**src/rtl/calculator_arbiter_if.sv**
```systemverilog
// Requester/response bundle for calculator_arbiter.
// master: requester side (drives req_*), slave: arbiter (drives req_ready, rsp_*).
// rsp_div0 exists only when CALC_ARB_DIV0_FLAG_EN is defined.
interface calculator_arbiter_if #(
   parameter int NUM_REQ = 4
);
   localparam int ID_W = $clog2(NUM_REQ);

   logic [NUM_REQ-1:0]   req_valid;
   logic [NUM_REQ-1:0]   req_ready;
   logic [2*NUM_REQ-1:0] req_func;
   logic [8*NUM_REQ-1:0] req_a;
   logic [8*NUM_REQ-1:0] req_b;
   logic                 rsp_valid;
   logic [ID_W-1:0]      rsp_id;
   logic [15:0]          rsp_data;
`ifdef CALC_ARB_DIV0_FLAG_EN
   logic                 rsp_div0;

   modport master (
      output req_valid, req_func, req_a, req_b,
      input  req_ready, rsp_valid, rsp_id, rsp_data, rsp_div0
   );
   modport slave (
      input  req_valid, req_func, req_a, req_b,
      output req_ready, rsp_valid, rsp_id, rsp_data, rsp_div0
   );
`else
   modport master (
      output req_valid, req_func, req_a, req_b,
      input  req_ready, rsp_valid, rsp_id, rsp_data
   );
   modport slave (
      input  req_valid, req_func, req_a, req_b,
      output req_ready, rsp_valid, rsp_id, rsp_data
   );
`endif
endinterface

```
**src/rtl/calculator_arbiter.sv**
```systemverilog
// Round-robin arbiter sharing one pipelined calculator among NUM_REQ requesters,
// tagging each op with its requester ID, plus a flush/drain FSM.
// Ports: clk, rst_n (async low); bus (slave: req_valid/ready/func/a/b, rsp_valid/id/data);
// flush in, flush_done pulse out; calc_func/calc_a/calc_b to calculator, calc_out back.
// Optional macro CALC_ARB_DIV0_FLAG_EN adds bus.rsp_div0 carried in the tag pipe.
module calculator_arbiter #(
   parameter int NUM_REQ = 4,
   parameter int LATENCY = 2
) (
   input  logic                 clk,
   input  logic                 rst_n,
   calculator_arbiter_if.slave  bus,
   input  logic                 flush,
   output logic                 flush_done,
   output logic [1:0]           calc_func,
   output logic [7:0]           calc_a,
   output logic [7:0]           calc_b,
   input  logic [15:0]          calc_out
);
   localparam int ID_W  = $clog2(NUM_REQ);
   // in-flight can reach LATENCY+2 before the first decrement lands
   localparam int CNT_W = $clog2(LATENCY + 3);

   typedef enum logic {RUN, DRAIN} state_t;

   typedef struct packed {
      logic            valid;
`ifdef CALC_ARB_DIV0_FLAG_EN
      logic            div0;
`endif
      logic [ID_W-1:0] id;
   } tag_t;

   state_t           state_q;
   logic [ID_W-1:0]  ptr_q;
   logic [CNT_W-1:0] cnt_q;
   tag_t             tag_q [0:LATENCY];
   tag_t             tag_d;

   logic [NUM_REQ-1:0] gnt;
   logic [ID_W-1:0]    gnt_id;
   logic               gnt_any;
   logic               grant_en;
   logic [1:0]         sel_func;
   logic [7:0]         sel_a;
   logic [7:0]         sel_b;

   function automatic logic [ID_W-1:0] rr_idx(
      input logic [ID_W-1:0] base,
      input int              k
   );
      int s;
      s = int'(base) + k;
      if (s >= NUM_REQ) s = s - NUM_REQ;
      return ID_W'(s);
   endfunction

   // rst_n gating keeps req_ready low while reset is held
   assign grant_en = rst_n && (state_q == RUN) && !flush;

   // Scan downward so the last hit is the nearest one from ptr_q.
   always_comb begin
      gnt     = '0;
      gnt_id  = '0;
      gnt_any = 1'b0;
      if (grant_en) begin
         for (int k = NUM_REQ - 1; k >= 0; k--) begin
            if (bus.req_valid[rr_idx(ptr_q, k)]) begin
               gnt_id  = rr_idx(ptr_q, k);
               gnt_any = 1'b1;
            end
         end
      end
      if (gnt_any) gnt[gnt_id] = 1'b1;
   end

   assign bus.req_ready = gnt;
   assign sel_func = bus.req_func[{gnt_id, 1'b0} +: 2];
   assign sel_a    = bus.req_a[{gnt_id, 3'b000} +: 8];
   assign sel_b    = bus.req_b[{gnt_id, 3'b000} +: 8];

   always_comb begin
      tag_d       = '0;
      tag_d.valid = gnt_any;
      tag_d.id    = gnt_id;
`ifdef CALC_ARB_DIV0_FLAG_EN
      tag_d.div0  = gnt_any && (sel_func == 2'b11) && (sel_b == 8'd0);
`endif
   end

   always_ff @(posedge clk or negedge rst_n) begin
      if (!rst_n) begin
         state_q    <= RUN;
         flush_done <= 1'b0;
      end else begin
         flush_done <= 1'b0;
         unique case (state_q)
            RUN: begin
               if (flush) state_q <= DRAIN;
            end
            DRAIN: begin
               if (cnt_q == '0) begin
                  flush_done <= 1'b1;
                  state_q    <= RUN;
               end
            end
            default: state_q <= RUN;
         endcase
      end
   end

   always_ff @(posedge clk or negedge rst_n) begin
      if (!rst_n) begin
         ptr_q         <= '0;
         cnt_q         <= '0;
         calc_func     <= '0;
         calc_a        <= '0;
         calc_b        <= '0;
         for (int s = 0; s <= LATENCY; s++) tag_q[s] <= '0;
         bus.rsp_valid <= 1'b0;
         bus.rsp_id    <= '0;
         bus.rsp_data  <= '0;
`ifdef CALC_ARB_DIV0_FLAG_EN
         bus.rsp_div0  <= 1'b0;
`endif
      end else begin
         if (gnt_any) ptr_q <= rr_idx(gnt_id, 1);

         calc_func <= gnt_any ? sel_func : 2'b00;
         calc_a    <= gnt_any ? sel_a : 8'd0;
         calc_b    <= gnt_any ? sel_b : 8'd0;

         tag_q[0] <= tag_d;
         for (int s = 1; s <= LATENCY; s++) tag_q[s] <= tag_q[s-1];

         // last tag stage lines up with calc_out for the same op
         bus.rsp_valid <= tag_q[LATENCY].valid;
         if (tag_q[LATENCY].valid) begin
            bus.rsp_id   <= tag_q[LATENCY].id;
            bus.rsp_data <= calc_out;
`ifdef CALC_ARB_DIV0_FLAG_EN
            bus.rsp_div0 <= tag_q[LATENCY].div0;
`endif
         end

         unique case ({gnt_any, bus.rsp_valid})
            2'b10:   cnt_q <= cnt_q + CNT_W'(1);
            2'b01:   cnt_q <= cnt_q - CNT_W'(1);
            default: cnt_q <= cnt_q;
         endcase
      end
   end
endmodule

```
**src/flat_wrapper.sv**
```systemverilog
// flat-port wrapper written by rule: the top's interface ports become plain ports
module calculator_arbiter_flat 
#(
   parameter int NUM_REQ = 4,
   parameter int LATENCY = 2
)
  (clk, rst_n, flush, flush_done, calc_func, calc_a, calc_b, calc_out, bus_req_valid, bus_req_func, bus_req_a, bus_req_b, bus_req_ready, bus_rsp_valid, bus_rsp_id, bus_rsp_data);
  calculator_arbiter_if #(.NUM_REQ(NUM_REQ)) bus_i ();
  input  logic clk;
  input  logic rst_n;
  input  logic flush;
  output logic flush_done;
  output logic [1:0] calc_func;
  output logic [7:0] calc_a;
  output logic [7:0] calc_b;
  input  logic [15:0] calc_out;
  input wire logic [$bits(bus_i.req_valid)-1:0] bus_req_valid;
  input wire logic [$bits(bus_i.req_func)-1:0] bus_req_func;
  input wire logic [$bits(bus_i.req_a)-1:0] bus_req_a;
  input wire logic [$bits(bus_i.req_b)-1:0] bus_req_b;
  output wire logic [$bits(bus_i.req_ready)-1:0] bus_req_ready;
  output wire logic [$bits(bus_i.rsp_valid)-1:0] bus_rsp_valid;
  output wire logic [$bits(bus_i.rsp_id)-1:0] bus_rsp_id;
  output wire logic [$bits(bus_i.rsp_data)-1:0] bus_rsp_data;
  assign bus_i.req_valid = bus_req_valid;
  assign bus_i.req_func = bus_req_func;
  assign bus_i.req_a = bus_req_a;
  assign bus_i.req_b = bus_req_b;
  assign bus_req_ready = bus_i.req_ready;
  assign bus_rsp_valid = bus_i.rsp_valid;
  assign bus_rsp_id = bus_i.rsp_id;
  assign bus_rsp_data = bus_i.rsp_data;
  calculator_arbiter #(.NUM_REQ(NUM_REQ), .LATENCY(LATENCY)) u_core (.clk(clk), .rst_n(rst_n), .bus(bus_i), .flush(flush), .flush_done(flush_done), .calc_func(calc_func), .calc_a(calc_a), .calc_b(calc_b), .calc_out(calc_out));
endmodule
```
**config.mk**
```make
export PLATFORM = sky130hd
export DESIGN_NAME = calculator_arbiter_flat
export DESIGN_NICKNAME = d
export VERILOG_FILES = /design/src/rtl/calculator_arbiter_if.sv /design/src/rtl/calculator_arbiter.sv /design/src/flat_wrapper.sv
export SDC_FILE = /design/constraint.sdc
export NUM_CORES = 1
export LEC_CHECK = 0
export ABC_AREA = 1
export BUFFER_PORTS_ARGS = -buffer_cell sky130_fd_sc_hd__buf_2
export CORE_ASPECT_RATIO = 1.1
export CORE_MARGIN = 2
export CORE_UTILIZATION = 46
export DETAILED_ROUTE_END_ITERATION = 10
export GPL_ROUTABILITY_DRIVEN = 0
export HOLD_SLACK_MARGIN = 0.03
export PLACE_DENSITY_LB_ADDON = 0.12
export SLEW_MARGIN = 20
export SYNTH_ARGS = -nofsm -noshare
export SYNTH_HDL_FRONTEND = slang
export SYNTH_SLANG_ARGS = --single-unit
```
**constraint.sdc**
```tcl
create_clock -name clk -period 3.36 [get_ports clk]
set_input_delay 0.504 -clock clk [delete_from_list [all_inputs] [get_ports clk]]
set_output_delay 0.504 -clock clk [all_outputs]
set_load 0.01 [all_outputs]
```
==> results.md, run 1 <==
- The synthesized netlist cell count is 326.
- The biggest area contributor in the post-synthesis netlist is sky130_fd_sc_hd__dfrtp_1.
- The initial antenna violation count was 0.
- The total track usage is 19.7%.
- The hold buffer count at CTS is 0.
- In this run the standard cell core region covers 5730 µm².
- In this run the tool buffered the top-level ports with 136 buffer cells.
- The die height is 84.7 µm.
- The switching power of the nets is 0.807 mW.
- The power density over cell area is 615 nW/µm².
- The number of I/O pins is 137.
- STA classifies the critical path startpoint as a flip-flop.
- Entering global routing, the biggest net connects 37 pins.
- The count of filler cells inserted in the layout is 542.
- The met3 demand-to-capacity share in global routing is 5.27%.
- For the final database, setup skew stands at 3.00 ps.
- STA classifies the critical path endpoint as a primary output.
- STA puts the critical path data required time at 2860 ps.
- The post-synthesis sequential area ratio is 48.7%.
- The number of placement rows is 29.
- The first global-routing pass estimated 10500 µm of wire.
- The count of max-cap constraint violations is 0.
- The post-cts repair resize count is 0.
- The count of clock tree sinks is 53.
- Yosys mapped the design onto 23 distinct sky130hd cell types.
- The clock power share is 19.4%.
- The average instance area after synthesis is 8.35 µm².
- The first detailed-routing pass took 4 iterations.
- The startpoint-to-endpoint class of the critical path is flip-flop to primary output.
- The cell with the largest stage delay on the worst path is sky130_fd_sc_hd__dfrtp_1.
- Global routing consumed, on the met1 layer, 23.0% of the routing resources.
- Adding up every negative setup slack in the final design gives 0 ps.
- The detail-routed net length per standard cell is 11.5 µm.
- The clock-pin slew of the registers on the worst-case setup and hold paths is 90 ps.
- For the finished layout, the period the worst path requires is 2900 ps.
- The final period utilization is 86.2%.
- Across the VDD grid, the largest voltage drop is 0.300 mV.
- Static timing analysis puts the maximum clock frequency at 345 MHz.
- The internal power consumption is 1.39 mW.
- The post-synthesis register bit count is 53.
- Detailed placement finished with a half-perimeter wire length of 4690 µm.
- The area of the mapped netlist is 2720 µm².
- The actual slew at the worst max-slew pin is 719 ps.
- Setup violations remaining at the end of the flow were counted as 0.
- From left edge to right edge, the die measures 77.4 µm.
- Data on the critical path arrives at its endpoint at 2390 ps.
- Cells fill 62.4% of the core in the end.
- For this run the aggregate overflow at the end of global routing stands at 0.
- The final-report hold violation count is 0.
- The effective utilization at floorplan is 47.5%.
- In this design, the stage delay of the slowest critical-path cell is 530 ps.
- By area the synthesized netlist is led by sky130_fd_sc_hd__dfrtp_1 49%, sky130_fd_sc_hd__nand2_1 13%, sky130_fd_sc_hd__nand3_1 11%.
- The critical path contains buffers and inverters numbering 4 combined.
- The post-CTS repair timing setup buffer count is 0.
- The area of the die is 6550 µm².
- The remaining number of nets flagged by the antenna check after routing is 0.
- The DRC violation total after the first TritonRoute iteration is 111.
- Summed over all layers, the routed wires come to 6140 µm.
- The DRC violation count after routing is 0.
- Using the TritonRoute via totals, the vias-per-cell ratio works out to 4.74.
- The synthesized design devotes to its leading area cell type 48.7% of total area.
- The master cell of the clock root buffer is sky130_fd_sc_hd__clkbuf_8.
- TritonCTS built the clock tree.
- The path class of the tightest hold or removal check is input pin to async pin.
- The number of max-slew violations in the final report is 0.
- The H-tree was split into 2 levels.
- The total clock buffers created by CTS is 5.
- The longest clock path from root to sink contains 2 buffers.
- The share of total power consumed by net switching is 36.7%.
- The via count of the first global-routing pass was 2409.
- The net count of the finished layout is 558.
- The source-to-sink clock delay at the later pin of the worst-skew pair is 290 ps.
- The number of nets in the synthesized netlist is 427.
- The repair_antennas step left the layout with diodes totalling 0.
- For this design the static power due to leakage is 1.98 nW.
- met2 is the most crowded layer.
- During synthesis, Yosys emitted a total of 0 warnings.
- Of the total power, combinational logic draws 39.3%.
- In this run the worst path has a maximum fanout of 23.
- The flow ran to the end, and the final reports show no timing, DRC or antenna violations.
- Of the total power, registers draw 41.3%.
- The worst pin sits at a relative slew slack of 52.1%.
- The category of cells accounting for the largest share of critical-path delay is simple AND/OR/NAND/NOR gates.
- Of the cells placed in the final design, the portion with a size suffix greater than 1 is 38.6%.
- Setup repair after global routing left no endpoint under its margin.
- The total number of vias is 2536.
- The met2 track utilization from global routing is 35.7%.
- The signal on the critical path passes through inv_2 -> nand2_1 -> nand3_1 -> nand2_1 -> nand3_2 -> a21oi_4 -> nand2_2 -> inv_1 -> ha_1 -> inv_1 -> nor2_1 -> buf_2.
- The layout overhead on the synthesized area is 31.3%.
[worst register-to-register path, cell delays in order (launching register included)]
cell                       delay (ps)
sky130_fd_sc_hd__dfrtp_1          530
sky130_fd_sc_hd__inv_2            120
sky130_fd_sc_hd__nand2_1          100
sky130_fd_sc_hd__nand3_1           90
sky130_fd_sc_hd__nand2_1          120
sky130_fd_sc_hd__a21oi_1          110
sky130_fd_sc_hd__a31oi_2          210
sky130_fd_sc_hd__clkinv_1         250
sky130_fd_sc_hd__ha_1             320
sky130_fd_sc_hd__fa_1             450
sky130_fd_sc_hd__a21oi_1          140
sky130_fd_sc_hd__o21ai_0          110
sky130_fd_sc_hd__xnor2_1          140
[stage by stage]
stage          power (mW)  instances  cell area, µm²  setup slack [ps]  hold WS (ps)
5_1_grt              2.38        535            3580               217           223
6_report             2.20        535            3580               465           194
4_1_cts              2.23        535            3580               424           196
3_3_place_gp         1.77        527            3460               719           331
2_1_floorplan        1.49        326            2720               882           208
3_5_place_dp         1.79        527            3460               563           335
[path summary, 6_finish.rpt]
check | slack, ps | from | to | cells past startpoint
worst max register to register | 570 | u_core.ptr_q[0]$_DFFE_PN0P_ | u_core.cnt_q[2]$_DFFE_PN0P_ | 12
min in group clk | 350 | u_core.tag_q[7]$_DFF_PN0_ | u_core.tag_q[4]$_DFF_PN0_ | 0
worst min-delay path | 190 | rst_n | u_core.calc_a[2]$_DFF_PN0_ | 2
worst max-delay path | 460 | u_core.ptr_q[0]$_DFFE_PN0P_ | bus_req_ready[3] | 12
max in group asynchronous | 2790 | rst_n | u_core.bus.rsp_data[12]$_DFFE_PN0P_ | 2
worst min register to register | 350 | u_core.tag_q[7]$_DFF_PN0_ | u_core.tag_q[4]$_DFF_PN0_ | 0
[placed cells by master, fill, tap and decap left out, drive strengths merged]
cell      count
a21oi         4
a31oi         1
buf         143
bufinv        1
clkbuf        5
clkinv        2
clkinvlp      1
dfrtp        53
fa            1
ha            5
inv          15
mux2         19
nand2        93
nand3        62
nor2         45
nor4b         1
o21ai         4
xnor2         3
[state kept, by name, summed over array words and instances, names as in the netlist]
name and flops:
u_core.bus.rsp_data 16, u_core.calc_b 8, u_core.calc_a 8, u_core.bus.rsp_id 2, u_core.ptr_q 2, u_core.bus.rsp_valid 1
u_core.flush_done 1, u_core.calc_func 2, u_core.cnt_q 3, u_core.state_q 1, u_core.tag_q 9
[kinds of logic after synthesis]
logic type | Yosys count | synth area share, %
adders and majority gates | 6 | 3.03
DFF | 53 | 48.7
muxes | 19 | 7.86
and+or+nand+nor | 201 | 31.1
xor gates and xnor gates | 3 | 0.965
buffers and inverters | 35 | 6.20
AOI/OAI and AO/OA | 9 | 2.11
[synthesized netlist by cell type]
cell type,n
sky130_fd_sc_hd__o21ai_0,2
sky130_fd_sc_hd__a21oi_4,1
sky130_fd_sc_hd__a31oi_1,1
sky130_fd_sc_hd__fa_1,1
sky130_fd_sc_hd__dfrtp_1,53
sky130_fd_sc_hd__clkinv_1,1
sky130_fd_sc_hd__ha_1,5
sky130_fd_sc_hd__buf_4,2
sky130_fd_sc_hd__inv_2,1
sky130_fd_sc_hd__a21oi_1,3
sky130_fd_sc_hd__buf_2,12
sky130_fd_sc_hd__o21ai_1,2
sky130_fd_sc_hd__nand3_2,1
sky130_fd_sc_hd__nand2_2,2
sky130_fd_sc_hd__clkbuf_1,3
sky130_fd_sc_hd__buf_6,2
sky130_fd_sc_hd__nand3_1,61
sky130_fd_sc_hd__inv_1,14
sky130_fd_sc_hd__xnor2_1,3
sky130_fd_sc_hd__nor2_1,45
sky130_fd_sc_hd__nor4b_1,1
sky130_fd_sc_hd__mux2_2,19
sky130_fd_sc_hd__nand2_1,91
[routing by layer]
metal	share of wire, %	vias to the layer above
met4	1.0	0
met2	51	91
met3	7.4	6
met5	0	-
li1	-	1301
met1	40	1138
[cell type report]
type | instances | area [µm²] | share of cell area, %
flip-flops and latches | 53 | 1330 | 37.1
multi-input cells | 238 | 1240 | 34.8
repair buffers | 143 | 733 | 20.5
well taps | 77 | 96.3 | 2.69
clock buffers | 5 | 68.8 | 1.92
inverters | 16 | 60.1 | 1.68
clock inverters | 3 | 46.3 | 1.29
[power by group through the flow]
| stage | Combinational [mW] | Clock, mW | Sequential (mW) |
|---|---|---|---|
| after floorplan | 0.534 | 0 | 0.958 |
| after global placement | 0.850 | 0 | 0.917 |
| after detailed placement | 0.871 | 0 | 0.924 |
| after CTS | 0.877 | 0.439 | 0.910 |
| after global routing | 0.977 | 0.466 | 0.936 |
| final | 0.865 | 0.426 | 0.909 |
No activity file was read; power rests on OpenSTA's default activity.
==> inputs of run 2 (changes only) <==
CORE_UTILIZATION = 45   (was 46)
==> results.md, run 2 (same netlist as run 1, synthesis figures left out) <==
- The effective utilization at floorplan came to 46.9% (was 47.5%).
- The pin count of the biggest net entering global routing is 46 (was 37).
- The static leakage is 1.97 nW (was 1.98 nW).
- The DRC violation count after routing came to 0 (unchanged).
- The number of max-slew violations in the final report is 0 (unchanged).
- The cell area after layout is 3550 µm² (was 3580 µm²).
- The class of the most critical hold timing path is input pin to async pin (unchanged).
- The launching element type of the critical path is a flip-flop (unchanged).
- The via count of the first global-routing pass is 2375 (was 2409).
- The total inserted antenna cells is 0 (unchanged).
- Top Registers: u_core.bus.rsp_data x16, u_core.tag_q x9 (unchanged).
- Chain of cells forming the critical path: o21ai_1 -> nand2_1 -> nand3_1 -> nand3_1 -> a21oi_4 -> inv_1 -> ha_1 -> inv_1 -> nor2_1 -> buf_2 (was inv_2 -> nand2_1 -> nand3_1 -> nand2_1 -> nand3_2 -> a21oi_4 -> nand2_2 -> inv_1 -> ha_1 -> inv_1 -> nor2_1 -> buf_2).
- The cell with the largest stage delay on the worst path was sky130_fd_sc_hd__dfrtp_1 (unchanged).
- RSZ-0062 raised after global routing: no (unchanged).
- The required time at the worst-slack endpoint is 2860 ps (about the same).
- The count of max-cap constraint violations is 0 (unchanged).
- The die height is 85.6 µm (was 84.7 µm).
- The count of filler cells inserted in the layout is 530 (was 542).
- The placed instance count is 526 (was 527).
- The arrival time reported for the critical path endpoint came to 2400 ps (was 2390 ps).
- Top library cells by usage in the layout, fill and taps aside: 136 x sky130_fd_sc_hd__buf_2, 91 x sky130_fd_sc_hd__nand2_1, 61 x sky130_fd_sc_hd__nand3_1 (unchanged).
- The sum of overflow across all layers after global routing is 0 (unchanged).
- The startpoint-to-endpoint class of the critical path is flip-flop to primary output (unchanged).
- The register with the highest flop count is u_core.bus.rsp_data (unchanged).
- The number of I/O pins was 137 (unchanged).
- The maximum ir drop on the vdd rail is 0.261 mV (was 0.300 mV).
- The final-report hold violation count was 0 (unchanged).
- The count of clock tree sinks is 53 (unchanged).
- The peak clock frequency supported by timing is 345 MHz (about the same).
- The hold buffer count at CTS was 0 (unchanged).
- The clock-pin slew of the registers on the worst-case setup and hold paths is 90 ps (about the same).
- The detail-routed net length per standard cell was 12.0 µm (was 11.5 µm).
- The master cell of the clock root buffer is sky130_fd_sc_hd__clkbuf_8 (unchanged).
- The core region area is 5810 µm² (was 5730 µm²).
- The combined buffer and inverter count along the critical path is 3 (was 4).
- The total negative slack was 0 ps (unchanged).
- The source-to-sink clock delay at the later pin of the worst-skew pair was 310 ps (was 290 ps).
- The DRC violation total after the first TritonRoute iteration was 93 (was 111).
- The actual slew at the worst max-slew pin is 717 ps (was 719 ps).
- The category of cells accounting for the largest share of critical-path delay is compound AO/OA/AOI/OAI gates (was simple AND/OR/NAND/NOR gates).
- The area of the die is 6690 µm² (was 6550 µm²).
- The total cell area at the placement stage is 3450 µm² (was 3460 µm²).
- The clock tree skew after final layout was 10.6 ps (was 3.00 ps).
- The number of optimization iterations in the first detailed-route pass is 4 (unchanged).
- The first-pass GRT wire length is 10600 µm (was 10500 µm).
- The buffer levels on the longest clock path is 2 (unchanged).
- The critical path's largest stage delay is 490 ps (was 530 ps).
- The post-layout instance count excluding filler cells is 534 (was 535).
- The clock tree from TritonCTS is built (unchanged).
- The number of failing setup endpoints in the final timing report was 0 (unchanged).
- The vias per cell is 4.84 (was 4.74).
- The total track usage came to 19.7% (about the same).
- The detailed placer's ending HPWL is 4840 µm (was 4690 µm).
- The number of buffers added on ports was 136 (unchanged).
- The total number of vias came to 2586 (was 2536).
- The net count reported at finish is 557 (was 558).
- The power density over cell area is 606 nW/µm² (was 615 nW/µm²).
- The top fanout value on the critical path is 16 (was 23).
- The normalized max-slew margin was 52.2% (was 52.1%).
- The number of H-tree levels was 2 (unchanged).
- The layout overhead on the synthesized area is 30.3% (was 31.3%).
- The flip-flop count of the largest register, all copies and words added is 16 (unchanged).
- The remaining number of nets flagged by the antenna check after routing is 0 (unchanged).
- Outcome: finished, final reports clean (unchanged).
- The share of final-layout standard cells stronger than drive strength 1 is 38.5% (was 38.6%).
- The initial antenna violation count is 0 (unchanged).
- The critical path capture point type is a primary output (unchanged).
- The shortest clock period the worst path allows after layout was 2900 ps (about the same).
- The sum of routed wire length over all layers was 6420 µm (was 6140 µm).
- The total clock buffers created by CTS was 5 (unchanged).
- The commonest non-fill, non-tap cell in the layout is sky130_fd_sc_hd__buf_2 (unchanged).
- The final period utilization came to 86.3% (was 86.2%).
- The horizontal die dimension is 78.2 µm (was 77.4 µm).
- The post-cts repair resize count is 0 (unchanged).
- The number of placement rows came to 29 (unchanged).
- The share of the core filled with cells was 61.1% (was 62.4%).
- The post-CTS repair timing setup buffer count came to 0 (unchanged).
run 2: cell count changes in the layout (fill, tap and decap cells not counted):
cell                        before  now
sky130_fd_sc_hd__buf_4           7    6
sky130_fd_sc_hd__bufinv_16       1    0
sky130_fd_sc_hd__inv_6           0    1
run 2: through the flow:
stage / power [mW] / hold WS (ps) / worst slack [ps]
4_1_cts: 2.17 / 53.5 / 448
6_report: 2.15 / 55.4 / 460
5_1_grt: 2.31 / 63.7 / 236
3_3_place_gp: 1.77 / 331 / 747
3_5_place_dp: 1.80 / 335 / 579
2_1_floorplan: 1.49 / 208 / 882
run 2: final timing paths:
path | startpoint | to | slack, ps | depth (start not counted)
max | u_core.ptr_q[0]$_DFFE_PN0P_ | bus_req_ready[1] | 460 | 10
min | rst_n | u_core.calc_a[2]$_DFF_PN0_ | 60 | 1
max reg2reg | u_core.ptr_q[0]$_DFFE_PN0P_ | u_core.cnt_q[2]$_DFFE_PN0P_ | 650 | 11
min reg2reg | u_core.tag_q[4]$_DFF_PN0_ | u_core.tag_q[1]$_DFF_PN0_ | 350 | 0
max in group asynchronous | rst_n | u_core.bus.rsp_data[2]$_DFFE_PN0P_ | 2480 | 2
min in group clk | u_core.tag_q[4]$_DFF_PN0_ | u_core.tag_q[1]$_DFF_PN0_ | 350 | 0
run 2: worst reg2reg max path: cells and delay by family, from the launching register on:
kind	cells	cell delay [ps]
flip-flops	1	490
XOR/XNOR	1	140
adder cells (fa/ha/maj)	2	730
buffers and inverters	2	270
AND/OR/NAND/NOR	2	200
AO/OA/AOI/OAI	4	770
run 2: power breakdown:
part	internal (mW)	total [mW]	switching, mW
sequential	0.804	0.906	0.102
clock	0.151	0.367	0.216
combinational	0.363	0.875	0.513
total	1.32	2.15	0.831
run 2: area by class of cell:
cell class / count / area [µm²] / share of cell area (%)
repair buffers: 142 / 726 / 20.5
inverters: 16 / 60.1 / 1.69
clock inverters: 3 / 25.0 / 0.705
well taps: 77 / 96.3 / 2.72
multi-input cells: 238 / 1240 / 35.1
flip-flops and latches: 53 / 1330 / 37.4
clock buffers: 5 / 68.8 / 1.94
run 2: layer usage:
metal	share of wire [%]	global-route usage, %	wire length (µm)
met1	43	26.1	2780
met2	47	33.2	3050
met3	7.9	3.58	505
met4	1.4	6.22	88
met5	0	0	0
